===== config.mk =====
export PLATFORM = sky130hd
export DESIGN_NAME = ftdi_fifo_rx_adapter
export DESIGN_NICKNAME = d
export VERILOG_FILES = /design/src/rtl/ftdi_pkg.sv /design/src/rtl/ftdi_fifo_rx_adapter_sync_2ff.sv /design/src/rtl/ftdi_fifo_rx_adapter.sv
export SDC_FILE = /design/constraint.sdc
export NUM_CORES = 1
export LEC_CHECK = 0
export BUFFER_PORTS_ARGS = -buffer_cell sky130_fd_sc_hd__buf_2
export CORE_MARGIN = 2
export CORE_UTILIZATION = 42
export DETAILED_ROUTE_END_ITERATION = 6
export GPL_TIMING_DRIVEN = 1
export HOLD_SLACK_MARGIN = 0.15
export PLACE_DENSITY = 0.88
export SETUP_SLACK_MARGIN = 0.3
export SLEW_MARGIN = 20
export SYNTH_ARGS = -nofsm -noshare
export SYNTH_HDL_FRONTEND = slang
export SYNTH_SLANG_ARGS = --single-unit

===== constraint.sdc =====
create_clock -name wrclk -period 2.18 [get_ports wrclk]
set_input_delay 0.327 -clock wrclk [delete_from_list [all_inputs] [get_ports wrclk]]
set_output_delay 0.327 -clock wrclk [all_outputs]
set_load 0.005 [all_outputs]

===== src/rtl/ftdi_pkg.sv =====
// Shared types and constants for the FTDI FIFO adapters.
package ftdi_pkg;

  localparam int unsigned SYNC_STAGES = 2;
  localparam int unsigned DATA_W      = 8;
  localparam int unsigned USEDW_W     = 11;
  localparam int unsigned RX_CNT_W    = 32;

  typedef enum logic [1:0] {
    IDLE    = 2'd0,
    STROBE  = 2'd1,
    WRITE   = 2'd2,
    RECOVER = 2'd3
  } ftdi_rx_state_e;

endpackage


===== src/rtl/ftdi_fifo_rx_adapter_sync_2ff.sv =====
// Single-bit multi-flop synchronizer, depth SYNC_STAGES, with a selectable reset value.
module sync_2ff
  import ftdi_pkg::*;
#(
  parameter logic RST_VAL = 1'b1
) (
  input  logic clk,
  input  logic rst_n,
  input  logic d_i,
  output logic q_o
);

  logic [SYNC_STAGES-1:0] ff_q;

  always_ff @(posedge clk or negedge rst_n) begin
    if (!rst_n) begin
      ff_q <= {SYNC_STAGES{RST_VAL}};
    end else begin
      ff_q <= {ff_q[SYNC_STAGES-2:0], d_i};
    end
  end

  assign q_o = ff_q[SYNC_STAGES-1];

endmodule


===== src/rtl/ftdi_fifo_rx_adapter.sv =====
// FT245-style FIFO read sequencer: strobes FRD, latches FDATA and writes each byte to the RX FIFO.
// Optional received-byte counter on rx_cnt when FTDI_RX_CNT_EN is defined.
module ftdi_fifo_rx_adapter
  import ftdi_pkg::*;
#(
  parameter int unsigned RD_LOW_CYCLES  = 3,
  parameter int unsigned RD_HIGH_CYCLES = 2,
  parameter int unsigned USEDW_MAX      = 2040
) (
  input  logic                wrclk,
  input  logic                rst_n,
  input  logic                FRXF,
  input  logic [DATA_W-1:0]   FDATA,
  output logic                FRD,
  input  logic                rx_en,
  input  logic                tx_busy,
  input  logic [USEDW_W-1:0]  usedw,
  input  logic                wrfull,
  output logic                wrreq,
  output logic [DATA_W-1:0]   data,
  output logic                rx_busy,
  output logic [RX_CNT_W-1:0] rx_cnt
);

  localparam int unsigned LOW_LOAD  = RD_LOW_CYCLES - 1;
  localparam int unsigned HIGH_LOAD = RD_HIGH_CYCLES + 1;
  localparam int unsigned CNT_MAX   = (LOW_LOAD > HIGH_LOAD) ? LOW_LOAD : HIGH_LOAD;
  localparam int unsigned CNT_W     = $clog2(CNT_MAX + 1);

  ftdi_rx_state_e    state_q;
  logic [CNT_W-1:0]  cnt_q;
  logic              frd_q;
  logic              wrreq_q;
  logic [DATA_W-1:0] data_q;
  logic              busy_q;
  logic              rxf_s;
  logic              start_c;

  sync_2ff #(.RST_VAL(1'b1)) u_rxf_sync (
    .clk   (wrclk),
    .rst_n (rst_n),
    .d_i   (FRXF),
    .q_o   (rxf_s)
  );

  // Both the fill-level margin and wrfull gate a new read.
  assign start_c = !rxf_s && rx_en && !tx_busy && !wrfull &&
                   (32'(usedw) < 32'(USEDW_MAX));

  always_ff @(posedge wrclk or negedge rst_n) begin
    if (!rst_n) begin
      state_q <= IDLE;
      cnt_q   <= '0;
      frd_q   <= 1'b1;
      wrreq_q <= 1'b0;
      data_q  <= '0;
      busy_q  <= 1'b0;
    end else begin
      wrreq_q <= 1'b0;
      unique case (state_q)
        IDLE: begin
          if (start_c) begin
            state_q <= STROBE;
            frd_q   <= 1'b0;
            busy_q  <= 1'b1;
            cnt_q   <= CNT_W'(LOW_LOAD);
          end
        end
        STROBE: begin
          if (cnt_q == '0) begin
            data_q  <= FDATA;
            frd_q   <= 1'b1;
            wrreq_q <= 1'b1;
            state_q <= WRITE;
          end else begin
            cnt_q <= cnt_q - CNT_W'(1);
          end
        end
        WRITE: begin
          state_q <= RECOVER;
          cnt_q   <= CNT_W'(HIGH_LOAD);
        end
        RECOVER: begin
          // Leave as the count reaches zero; spans the sync latency after FRD rises.
          cnt_q <= cnt_q - CNT_W'(1);
          if (cnt_q == CNT_W'(1)) begin
            state_q <= IDLE;
            busy_q  <= 1'b0;
          end
        end
        default: begin
          state_q <= IDLE;
          frd_q   <= 1'b1;
          busy_q  <= 1'b0;
        end
      endcase
    end
  end

  assign FRD     = frd_q;
  assign wrreq   = wrreq_q;
  assign data    = data_q;
  assign rx_busy = busy_q;

`ifdef FTDI_RX_CNT_EN
  logic [RX_CNT_W-1:0] rx_cnt_q;

  always_ff @(posedge wrclk or negedge rst_n) begin
    if (!rst_n) begin
      rx_cnt_q <= '0;
    end else if (wrreq_q) begin
      rx_cnt_q <= rx_cnt_q + RX_CNT_W'(1);
    end
  end

  assign rx_cnt = rx_cnt_q;
`else
  assign rx_cnt = '0;
`endif

endmodule


# [Word level (Yosys, flattened, before mapping)]
# Cells that the tools add are included.
# W data, S select, Z words.
[totals] in_bits=25 out_inout_bits=43 word_cells=48 regBits=17
[classes] addsub=1 mux=15 reduce_logical=16 n_eq_ne=8 n_lt_le_gt_ge=1
[ops] operator="$pmux W2 S4" count=2
[ops] operator="$lt A11 B11 Y1 const B" count=1
[ops] operator="$mux W2" count=5
[ops] operator="$reduce_and A3 Y1" count=3
[ops] operator="$ne A2 B2 Y1 const B" count=4
[ops] operator="$mux W1" count=6
[ops] operator="$eq A2 B1 Y1 const B" count=2
[ops] operator="$eq A2 B2 Y1 const B" count=2
[ops] operator="$logic_and A1 B1 Y1" count=4
[ops] operator="$logic_not A2 Y1" count=2
[ops] operator="$pmux W1 S2" count=2
[ops] operator="$reduce_and A2 Y1" count=2
[ops] operator="$reduce_bool A2 Y1" count=2
[ops] operator="$logic_not A1 Y1" count=3
[ops] operator="$sub A2 B1 Y2 const B" count=1

# [Longest topological paths before layout]
# Gate-level depths: netlist of the first run.
[depth] word_depth=7 depth_mapped=6 ltp_nobuf=6

# [Modules after synthesis]
# Synthesis of the first run repeated with hierarchy kept, for this count alone.
[unflattened] hier_cells=95 area_unflattened_um2=1051.0
[by_module_without_submodules] mod="ftdi_fifo_rx_adapter" area_each_um2=998.5 n_inst=1 cells_each=93 seq_area_each_um2=376.6
[by_module_without_submodules] mod="sync_2ff" area_each_um2=52.6 n_inst=1 cells_each=2 seq_area_each_um2=52.6

# [Worst setup path before layout of the first run]
# Ideal clock, no wire load.
[synth_path] kind="register to register" from="register state_q[1]" to="register state_q[1]" setup_ps=127 t_arrival_ps=1456 required_time_ps=2053 path_buffers=0 stages_incl_launch_ff=5 path_slack_ps=597 synth_period_minus_slack_ps=1583 cell_sequence="dfrtp_1 -> inv_1 -> ha_1 -> a222oi_1 -> mux2_1"
[synth_between] elab_chain_len=3 word_cells_on_any_way=9 cone_classes="eq/ne (6); mux (1); reduce/logical (2)"
[synth_lines] element="start: declaration" line="ftdi_fifo_rx_adapter.sv:30" text="ftdi_rx_state_e state_q;"
[synth_lines] element="start signal: assignment" line="ftdi_fifo_rx_adapter.sv:52" text="state_q <= IDLE;"
[synth_lines] element="start signal: assignment" line="ftdi_fifo_rx_adapter.sv:63" text="state_q <= STROBE;"
[synth_lines] element="start signal: assignment" line="ftdi_fifo_rx_adapter.sv:74" text="state_q <= WRITE;"
[synth_lines] element="$eq A2 B1 Y1, or another cell as far along" line="ftdi_fifo_rx_adapter.sv:60" text="unique case (state_q)"
[synth_lines] element="$ne A2 B2 Y1 (no line)"
[synth_lines] element="$reduce_and A3 Y1 (no line)"
# Parallel ways exist; a longest one is shown, timed or not.
# A chain may end at the register's enable or synchronous reset.

# [Worst setup path in the final report of the first run]
[layout_path] from="register state_q[0]" to="register state_q[1]"
# The elaborated chain is that of the path after synthesis.

==> results of run 1 <==
-- final timing paths --
| check | from | endpoint | slack (ns) | cells past startpoint |
|---|---|---|---|---|
| max | state_q[0]$_DFFE_PN0P_ | state_q[1]$_DFFE_PN0P_ | 0.41 | 5 |
| min | FDATA[2] | data[2]$_DFFE_PN0P_ | 0.27 | 2 |
| max reg2reg | state_q[0]$_DFFE_PN0P_ | state_q[1]$_DFFE_PN0P_ | 0.41 | 5 |
| min reg2reg | u_rxf_sync.ff_q[0]$_DFF_PN1_ | u_rxf_sync.ff_q[1]$_DFF_PN1_ | 0.36 | 0 |
| max in group asynchronous | rst_n | FRD$_DFFE_PN1P_ | 1.39 | 2 |
| min in group asynchronous | rst_n | data[6]$_DFFE_PN0P_ | 0.48 | 2 |
-- stage by stage --
| step | power, mW | worst slack (ns) | hold WS, ns | cell area [sq um] |
|---|---|---|---|---|
| after global placement | 1.12 | 0.460 | 0.254 | 1130 |
| after detailed placement | 1.19 | 0.343 | 0.263 | 1130 |
| after floorplan | 1.00 | 0.597 | 0.0314 | 1180 |
| after global routing | 1.54 | 0.346 | 0.265 | 1190 |
| after CTS | 1.36 | 0.328 | 0.259 | 1180 |
| final | 1.41 | 0.413 | 0.267 | 1190 |
-- worst max-delay path, delay by kind of cell (launching register included) --
family          cells  cell delay [ns]
fa+ha+maj           1             0.31
mux                 1             0.31
compound gates      1             0.25
flops               1             0.45
buf+inv             2             0.34
-- flip-flops by register name, indices dropped and copies added, names as in the netlist --
name and count:
u_rxf_sync.ff_q 2, state_q 2, data 8, FRD 1, rx_busy 1, cnt_q 2
wrreq 1
-- power by group through the flow --
stage	combinational [mW]	sequential (mW)	clock [mW]
after floorplan	0.450	0.554	0
after global placement	0.575	0.546	0
after detailed placement	0.632	0.563	0
after CTS	0.637	0.557	0.171
after global routing	0.773	0.584	0.185
final	0.681	0.565	0.164
-- area by class of cell --
cell class / count / share of cell area, %
Clock buffer: 4 / 2.20
Inverter: 7 / 2.20
Multi-Input combinational cell: 68 / 40.1
Sequential cell: 17 / 36.0
Tap cell: 30 / 3.14
Timing Repair Buffer: 36 / 16.3
-- cell usage in the layout, fill, tap and decap left out, types with 2 or more instances in the layout --
cell type and n:
sky130_fd_sc_hd__dfrtp_1 13, sky130_fd_sc_hd__a2bb2oi_1 2, sky130_fd_sc_hd__buf_4 2, sky130_fd_sc_hd__dfstp_2 3
sky130_fd_sc_hd__nand4_1 2, sky130_fd_sc_hd__inv_1 7, sky130_fd_sc_hd__mux2_2 9, sky130_fd_sc_hd__conb_1 32
sky130_fd_sc_hd__ha_1 7, sky130_fd_sc_hd__buf_2 32, sky130_fd_sc_hd__a21oi_1 3, sky130_fd_sc_hd__dlygate4sd3_1 2
sky130_fd_sc_hd__clkbuf_4 3, sky130_fd_sc_hd__mux2i_1 2
-- kinds of logic (layout without fill, tap and decap cells) --
kind of cell	count (synthesis)	in the layout	synth area share, %
buf+inv	40	47	25.6
flops	17	17	40.4
mux	12	12	12.5
compound gates	11	11	7.89
fa+ha+maj	7	7	8.24
simple gates	6	6	5.06
other cells	1	32	0.353
-- routing by layer --
metal,share of wire (%),GRT usage [%],routed length (microns)
met1,36,15.4,645
met3,11,2.46,203
met2,53,27.1,959
met5,0,0,0
met4,0,6.25,0
-- timing repair --
item                                    CTS  global route
gates resized for setup                   0             2
buffers inserted                          0             2
hold buffers                              2             0
endpoints found under the setup margin    0            10
hold endpoints to repair                 15             0
==> implementation parameters, run 1 <==
Parameter                              Value

Synthesis
  Cell area after synthesis    around 1100 sq um
  Gate Count Post-Synth    94
  Async set or reset register ratio after synthesis    100%
  Synth Register Bits    17
  Mean Syn Cell Area    11.3 sq um
  Post-synth top area cell    sky130_fd_sc_hd__dfrtp_1
  Synth top area share    33.0%
  Number of enable-type register cells in the synthesized netlist    0
  Number of distinct standard cells referenced by the synthesized netlist    23
  Top post-synthesis cells by count    sky130_fd_sc_hd__buf_4 (32), sky130_fd_sc_hd__dfrtp_1 (14), sky130_fd_sc_hd__mux2_2 (9), sky130_fd_sc_hd__ha_1 (7), sky130_fd_sc_hd__inv_1 (7)
  Synth Warn #    0
  Largest cells by area after synthesis    sky130_fd_sc_hd__dfrtp_1 (33%), sky130_fd_sc_hd__buf_4 (23%), sky130_fd_sc_hd__mux2_2 (9.5%)
  Sequential share of the synthesized area    40.4%
  Library cell with the highest instance count after synthesis    sky130_fd_sc_hd__buf_4
  Top flip-flop cell by instance count after synthesis    sky130_fd_sc_hd__dfrtp_1

CTS
  Count of clock tree sinks    17
  Clock Root Buffer    sky130_fd_sc_hd__clkbuf_4
  Clock network latency to the later pin of the worst-skew pair    0.28 ns
  H-Tree Depth    1
  Number of buffers created by CTS    3
  Clock Pin Slew Worst Setup and Hold Paths    roughly 0.1 ns
  Clock tree from TritonCTS    yes
  Maximum clock path buffer count    2

Global route
  Vias in the first global route    722
  Wire length of the first global-routing pass    just over 3000 microns
  Congestion Overflow GR    0
  Overall routing resource usage    14.3%
  Antenna violations before repair    0
  Largest net degree at the start of global routing    18

Power and ir drop
  Total power per unit cell area    1180 nW/um^2
  Share of total power in the clock network    11.6%
  Portion of total power attributed to sequential cells    between 40% and 50%
  Switching share of power    35.4%
  Max IR drop VDD    701 uV
  Pint    910 uW
  Reported net switching power    ~500 uW
  Combinational cell fraction of total power    48.3%
  Leak Pwr    approximately 0.63 nW

Layout
  Finished Core Util    49.1%
  Net count of the finished layout    165
  Layout cells sized above 1    40.9%
  Register area    430 sq um
  Total inserted antenna cells    0
  Area used by multi-input combinational logic    479 sq um
  Post-Layout Cell Count    162
  Fillers    228
  Synthesis-to-finish area growth    12.5%

Route
  Average vias per placed instance    4.37
  Vias    708
  Remaining antenna violation count after routing    0
  Number of design-rule violations left by the first detailed-router iteration    3
  Number of iterations in the first detailed-routing pass    4
  Overall routed net length    1810 microns
  DRC    0
  WL per Instance    11.2 microns

Outcome
  Outcome    finished, final reports clean

Timing
  Setup total negative slack    0 ns
  Final Max Tran Viols    0
  Time the final worst path needs with I/O delays and setup    1.77 ns
  Setup repair after global routing missed its margin    no
  Clock Skews    0.00370 ns
  Number of hold-slack violations in the final timing report    0
  Final setup vio count    0
  Final period utilization    81.1%
  Max Clock Freq    0.566 GHz

Placement
  I/O Buffers    32
  Post-DP HPWL    1460 microns
  Total placed cells including tap cells    154
  Routability congestion estimate    0.733

Worst setup path
  Class of the most critical setup path    register to register
  Biggest cell delay along the critical path    0.45 ns
  Critical-path cell list    inv_1, ha_1, a222oi_1, buf_4, mux2_1
  Maximum fanout count along the critical path    6
  Slowest-stage cell, CP    sky130_fd_sc_hd__dfrtp_1
  Endpoint arrival time on the critical path    around 1.9 ns
  Element type at the critical path end    register
  Kind of launch point of the worst setup path    register
  Required @ worst endpoint    2.35 ns

Die
  Die Span X    54.3 microns
  Area of the core    2430 sq um
  Floorplan row count    18
  Die span in y    around 54 microns
  Starting utilization of the core area    43.7%
  Overall die area    slightly below 3000 sq um
  Top Ports    ~70

Flow run
  Max-cap violations    0

Min path
  Hold crit path type    input pin to register
No activity file was read; power rests on OpenSTA's default activity.
==> run 2, diff against run 1 <==
==> constraint.sdc (replaced) <==
create_clock -name wrclk -period 1.8 [get_ports wrclk]
set_input_delay 0.27 -clock wrclk [delete_from_list [all_inputs] [get_ports wrclk]]
set_output_delay 0.27 -clock wrclk [all_outputs]
set_load 0.005 [all_outputs]
==> run 2 against run 1 <==
Hold slack lost 0.068 ns; global-route usage grew 1.1 points; design area grew 13%; combinational power grew 69%; clock-buffer cell count shrank 1; utilization grew 6.2 points; clock power grew 26%; cell count grew 6.2%; clock skew grew 0.0054 ns; total power grew 44%; critical path type unchanged; largest cell class unchanged; largest power group unchanged.
==> implementation parameters, run 2 (same netlist as run 1, synthesis figures left out) <==
Parameter                              Value

Die
  Overall die area    2950 sq um (unchanged)
  Floorplan row count    18 (unchanged)
  Die Span X    54.3 microns (unchanged)
  Top Ports    68 (unchanged)
  Die span in y    54.3 microns (unchanged)
  Area of the core    2430 sq um (unchanged)
  Starting utilization of the core area    43.7% (unchanged)

Route
  Highest routing layer actually used    met3
  Metal1 wirelength    734 microns (+14%)
  Total met3 wirelength after detailed routing    178 microns (-12%)
  Overall routed net length    1970 microns (+8.7%)
  Remaining antenna violation count after routing    0 (unchanged)
  Average vias per placed instance    4.41 (+0.97%)
  Number of design-rule violations left by the first detailed-router iteration    4 (+1)
  Amount of wire on met2 after detailed routing    1050 microns (+9.8%)
  DRC    0 (unchanged)
  Vias    759 (+7.2%)
  WL per Instance    11.4 microns (+2.4%)
  Number of iterations in the first detailed-routing pass    4 (unchanged)

Timing
  Number of hold-slack violations in the final timing report    0 (unchanged)
  Final setup vio count    0 (unchanged)
  Final period utilization    88.0% (+6.9 points)
  Setup total negative slack    0 ns (unchanged)
  Setup repair after global routing missed its margin    yes
  Time the final worst path needs with I/O delays and setup    1.58 ns (-0.183 ns)
  Max Clock Freq    0.631 GHz (+12%)
  Clock Skews    0.00908 ns (+0.00538 ns)
  Final Max Tran Viols    0 (unchanged)
  Final worst-path setup slack    0.216 ns (-0.197 ns)
  Smallest hold slack    0.199 ns (-0.0678 ns)

Global route
  Antenna violations before repair    0 (unchanged)
  Wire length of the first global-routing pass    3230 microns (+5.7%)
  Vias in the first global route    756 (+4.7%)
  Largest net degree at the start of global routing    18 (unchanged)
  Overall routing resource usage    15.4% (+1.1 points)
  Congestion Overflow GR    0 (unchanged)

Worst setup path
  Element type at the critical path end    register
  Number of cells on the worst reg-to-reg path    6 (+1)
  Kind of launch point of the worst setup path    register
  Class of the most critical setup path    register to register
  Required @ worst endpoint    1.99 ns (-0.36 ns)
  Maximum fanout count along the critical path    3 (-3)
  Endpoint arrival time on the critical path    1.77 ns (-0.17 ns)

Placement
  I/O Buffers    32 (unchanged)
  Worst slack, placed    0.0722 ns (-0.271 ns)
  Post-DP HPWL    1400 microns (-4.0%)
  Routability congestion estimate    0.648 (-12%)

CTS
  H-Tree Depth    1 (unchanged)
  Number of buffers created by CTS    3 (unchanged)
  Maximum clock path buffer count    2 (unchanged)
  Count of clock tree sinks    17 (unchanged)
  Clock Root Buffer    sky130_fd_sc_hd__clkbuf_4
  Clock tree from TritonCTS    yes
  Clock Pin Slew Worst Setup and Hold Paths    0.11 ns (about the same)
  Clock network latency to the later pin of the worst-skew pair    0.29 ns (about the same)

Layout
  Net count of the finished layout    175 (+6.1%)
  Flip-flop count of the largest register after layout    8 (unchanged)
  Most frequent cells in the layout    sky130_fd_sc_hd__conb_1 (32), sky130_fd_sc_hd__buf_2 (32), sky130_fd_sc_hd__dfrtp_1 (13)
  Layout cells sized above 1    54.2% (+13 points)
  Synthesis-to-finish area growth    26.7%
  Fillers    206 (-9.6%)
  Finished Core Util    55.3% (+6.2 points)
  Total inserted antenna cells    0 (unchanged)

Power and ir drop
  Combinational cell fraction of total power    56.4% (+8.1 points)
  Leak Pwr    0.683 nW (+7.8%)
  Pint    1.32 mW (+45%)
  Total power per unit cell area    1510 nW/um^2 (+28%)
  Share of total power in the clock network    10.1% (-1.5 points)
  Reported net switching power    716 uW (+43%)
  Switching share of power    35.2% (-0.21 points)
  Max IR drop VDD    1130 uV (+62%)
  PnR Total Power    2.03 mW (+44%)
  Portion of total power attributed to sequential cells    33.5% (-6.6 points)

Outcome
  Outcome    finished, final reports clean

Flow run
  Max-cap violations    0 (unchanged)

Min path
  Hold crit path type    input pin to register
  Number of cells traversed by the worst hold path    2 (unchanged)
==> run 2: cell count changes in the layout (fill, tap and decap cells not counted), sizes merged <==
cell | before | now
clkinvlp | 0 | 1
clkbuf | 4 | 3
buf | 34 | 44
==> run 2: worst paths after layout <==
check,startpoint,end,slack (ns)
setup / recovery,cnt_q[0]$_DFFE_PN0P_,state_q[1]$_DFFE_PN0P_,0.22
max in group asynchronous,rst_n,u_rxf_sync.ff_q[0]$_DFF_PN1_,1.06
hold / removal,FDATA[6],data[6]$_DFFE_PN0P_,0.20
setup reg to reg,cnt_q[0]$_DFFE_PN0P_,state_q[1]$_DFFE_PN0P_,0.22
min in group asynchronous,rst_n,state_q[1]$_DFFE_PN0P_,0.43
hold reg to reg,u_rxf_sync.ff_q[0]$_DFF_PN1_,u_rxf_sync.ff_q[1]$_DFF_PN1_,0.36
==> run 2: per-stage QoR <==
stage	instance area, sq um	instances
3_5_place_dp	1140	155
2_1_floorplan	1180	125
3_3_place_gp	1140	155
4_1_cts	1290	168
5_1_grt	1350	172
6_report	1350	172
==> run 2: power groups by stage <==
stage | sequential (mW) | clock, mW | combinational [mW]
after floorplan | 0.676 | 0 | 0.552
after global placement | 0.667 | 0 | 0.708
after detailed placement | 0.677 | 0 | 0.773
after CTS | 0.677 | 0.217 | 1.01
after global routing | 0.710 | 0.231 | 1.27
final | 0.681 | 0.206 | 1.15
==> run 2: worst max-delay path, stage by stage, from the launching register on <==
cell and delay [ns]:
sky130_fd_sc_hd__dfrtp_1 0.43, sky130_fd_sc_hd__inv_2 0.10, sky130_fd_sc_hd__ha_4 0.14, sky130_fd_sc_hd__inv_2 0.03
sky130_fd_sc_hd__a222oi_1 0.32, sky130_fd_sc_hd__buf_4 0.18, sky130_fd_sc_hd__mux2_4 0.29
==> run 2: what timing repair did <==
item	in CTS	in global routing
endpoints found under the setup margin	13	4
hold endpoints to repair	15	0
pin swaps	1	2
resized for setup	10	7
hold buffers	2	0
buffers inserted	7	4
==> run 2: per-layer routing <==
layer  track usage (%)  up-vias
met1              16.7      357
li1                  -      349
met3              2.73        0
met5                 0        -
met2              29.1       53
met4              6.25        0
==> run 2: cell type report <==
cell class                 count  area [sq um]  area share, %
clock buffer                   3          22.5           1.67
clock inverter                 1          7.51          0.558
sequential                    17           430           32.0
tap                           30          37.5           2.79
multi-input combinational     68           548           40.7
timing repair buffer          46           274           20.4
inverter                       7          26.3           1.95
==> run 3, diff against run 2 <==
--- a/config.mk
+++ b/config.mk
@@ -8,11 +8,13 @@
 export BUFFER_PORTS_ARGS = -buffer_cell sky130_fd_sc_hd__buf_2
 export CORE_MARGIN = 2
 export CORE_UTILIZATION = 42
+export CTS_BUF_LIST = sky130_fd_sc_hd__clkbuf_4 sky130_fd_sc_hd__clkbuf_8 sky130_fd_sc_hd__clkbuf_16
 export DETAILED_ROUTE_END_ITERATION = 6
 export GPL_TIMING_DRIVEN = 1
 export HOLD_SLACK_MARGIN = 0.15
 export PLACE_DENSITY = 0.88
 export SETUP_SLACK_MARGIN = 0.3
+export SKIP_CTS_REPAIR_TIMING = 1
 export SLEW_MARGIN = 20
 export SYNTH_ARGS = -nofsm -noshare
 export SYNTH_HDL_FRONTEND = slang
==> run 3 against run 2 <==
Worst setup slack worse by 0.056 ns; sequential share of layout area rose by 0.98 points; die area unchanged; clock skew is 0.0044 ns lower; clock power about the same; first-iteration DRC count rose by 100%.
==> implementation parameters, run 3 (same netlist as run 1, synthesis figures left out) <==
Parameter                              Value

Route
  Vias    754 (-0.66%)
  Number of design-rule violations left by the first detailed-router iteration    8 (+4)
  Number of iterations in the first detailed-routing pass    4 (unchanged)
  DRC    0 (unchanged)
  Overall routed net length    2030 microns (+3.4%)
  Average vias per placed instance    4.49 (+1.7%)
  WL per Instance    12.1 microns (+5.9%)
  Remaining antenna violation count after routing    0 (unchanged)

CTS
  Clock tree from TritonCTS    yes
  Number of buffers created by CTS    3 (unchanged)
  Maximum clock path buffer count    2 (unchanged)
  Count of clock tree sinks    17 (unchanged)
  H-Tree Depth    1 (unchanged)
  Clock Pin Slew Worst Setup and Hold Paths    0.10 ns (about the same)
  Clock Root Buffer    sky130_fd_sc_hd__clkbuf_4
  Clock network latency to the later pin of the worst-skew pair    0.29 ns (about the same)

Global route
  Congestion Overflow GR    0 (unchanged)
  Wire length of the first global-routing pass    2840 microns (-12%)
  Vias in the first global route    695 (-8.1%)
  Largest net degree at the start of global routing    18 (unchanged)
  Overall routing resource usage    13.4% (-2.0 points)
  Antenna violations before repair    0 (unchanged)

Die
  Top Ports    68 (unchanged)
  Die Span X    54.3 microns (unchanged)
  Area of the core    2430 sq um (unchanged)
  Floorplan row count    18 (unchanged)
  Die span in y    54.3 microns (unchanged)
  Starting utilization of the core area    43.7% (unchanged)
  Overall die area    2950 sq um (unchanged)

Layout
  Total inserted antenna cells    0 (unchanged)
  Most frequent cells in the layout    sky130_fd_sc_hd__conb_1 (32), sky130_fd_sc_hd__buf_2 (32), sky130_fd_sc_hd__dfrtp_1 (12)
  Net count of the finished layout    171 (-2.3%)
  Fillers    214 (+3.9%)
  Synthesis-to-finish area growth    23.3%
  Flip-flop count of the largest register after layout    8 (unchanged)
  Finished Core Util    53.9% (-1.5 points)
  Layout cells sized above 1    52.9% (-1.3 points)

Timing
  Final setup vio count    0 (unchanged)
  Final Max Tran Viols    0 (unchanged)
  Setup total negative slack    0 ns (unchanged)
  Number of hold-slack violations in the final timing report    0 (unchanged)
  Max Clock Freq    0.610 GHz (-3.4%)
  Final period utilization    91.1% (+3.1 points)
  Clock Skews    0.00470 ns (-0.00438 ns)
  Time the final worst path needs with I/O delays and setup    1.64 ns (+0.0557 ns)
  Setup repair after global routing missed its margin    yes

Power and ir drop
  Switching share of power    36.2% (+1.0 points)
  Portion of total power attributed to sequential cells    34.7% (+1.2 points)
  Share of total power in the clock network    10.4% (+0.3 points)
  Pint    1.27 mW (-3.4%)
  Combinational cell fraction of total power    54.9% (-1.5 points)
  Reported net switching power    722 uW (+0.85%)
  Leak Pwr    0.662 nW (-3.0%)
  Max IR drop VDD    1010 uV (-11%)
  Total power per unit cell area    1520 nW/um^2 (+0.78%)

Min path
  Hold endpoint    data[6]$_DFFE_PN0P_
  Number of cells traversed by the worst hold path    2 (unchanged)
  Hold wc startpoint    FDATA[6]
  Hold crit path type    input pin to register

Worst setup path
  Endpoint arrival time on the critical path    1.82 ns (+0.05 ns)
  Element type at the critical path end    register
  Required @ worst endpoint    1.98 ns (about the same)
  Crit path buffers/inverters    2 (-1)
  Maximum fanout count along the critical path    6 (+3)
  Delay-heaviest family, CP    flip-flops
  Kind of launch point of the worst setup path    register
  Number of cells on the worst reg-to-reg path    5 (-1)
  Class of the most critical setup path    register to register
  Slowest-stage cell, CP    sky130_fd_sc_hd__dfrtp_2
  Critical-path cell list    inv_2, ha_4, a222oi_1, buf_4, mux2_4
  Destination of the worst register-to-register timing path    state_q[1]$_DFFE_PN0P_
  Slack of the worst reg-to-reg path    0.16 ns (-0.06 ns)
  Reg-to-Reg Start    state_q[0]$_DFFE_PN0P_
  Biggest cell delay along the critical path    0.44 ns (about the same)

Placement
  Routability congestion estimate    0.648 (unchanged)
  I/O Buffers    32 (unchanged)
  Post-DP HPWL    1400 microns (unchanged)

Flow run
  Max-cap violations    0 (unchanged)

Outcome
  Outcome    finished, final reports clean
-- run 3: cell type report --
type | count | area (sq um) | share of cell area (%)
multi-input combinational | 68 | 542 | 41.4
clock inverter | 1 | 7.51 | 0.573
inverter | 7 | 28.8 | 2.20
tap | 30 | 37.5 | 2.87
sequential | 17 | 432 | 33.0
clock buffer | 3 | 22.5 | 1.72
timing repair buffer | 42 | 240 | 18.3
-- run 3: through the flow --
stage	cells	hold WS (ns)	total power [mW]	worst slack (ns)	instance area, sq um
3_3_place_gp	155	0.199	1.38	0.142	1140
5_1_grt	168	0.189	2.18	0.102	1310
6_report	168	0.200	1.99	0.160	1310
3_5_place_dp	155	0.210	1.45	0.0722	1140
2_1_floorplan	125	-0.0256	1.23	0.257	1180
4_1_cts	159	-0.121	1.66	0.0425	1170
-- run 3: metal layers --
layer	GRT usage, %	up-vias	wire, microns
met2	25.9	57	1090
met5	0	-	0
met1	13.9	355	746
met3	2.73	2	183
li1	-	340	-
met4	5.00	0	11
-- run 3: worst register-to-register path: stages (launching register included) --
cell,delay [ns]
sky130_fd_sc_hd__dfrtp_2,0.44
sky130_fd_sc_hd__inv_2,0.11
sky130_fd_sc_hd__ha_4,0.21
sky130_fd_sc_hd__a222oi_1,0.29
sky130_fd_sc_hd__buf_4,0.19
sky130_fd_sc_hd__mux2_4,0.30
-- run 3: power by group through the flow --
stage | logic (mW) | registers [mW] | clock network (mW)
after floorplan | 0.552 | 0.676 | 0
after global placement | 0.708 | 0.667 | 0
after detailed placement | 0.773 | 0.677 | 0
after CTS | 0.774 | 0.673 | 0.217
after global routing | 1.23 | 0.716 | 0.233
final | 1.10 | 0.691 | 0.208
-- run 3: how the worst max path moves through the flow --
| stage | start | endpoint | slack (ns) | depth (start not counted) |
|---|---|---|---|---|
| after floorplan | u_rxf_sync.ff_q[1]$_DFF_PN1_ | state_q[1]$_DFFE_PN0P_ | 0.26 | 4 |
| after global placement | state_q[1]$_DFFE_PN0P_ | cnt_q[1]$_DFFE_PN0P_ | 0.14 | 5 |
| after detailed placement | cnt_q[0]$_DFFE_PN0P_ | state_q[1]$_DFFE_PN0P_ | 0.07 | 5 |
| after CTS | state_q[1]$_DFFE_PN0P_ | cnt_q[1]$_DFFE_PN0P_ | 0.04 | 5 |
| after global routing | cnt_q[0]$_DFFE_PN0P_ | state_q[1]$_DFFE_PN0P_ | 0.10 | 6 |
| final | state_q[0]$_DFFE_PN0P_ | state_q[1]$_DFFE_PN0P_ | 0.16 | 5 |
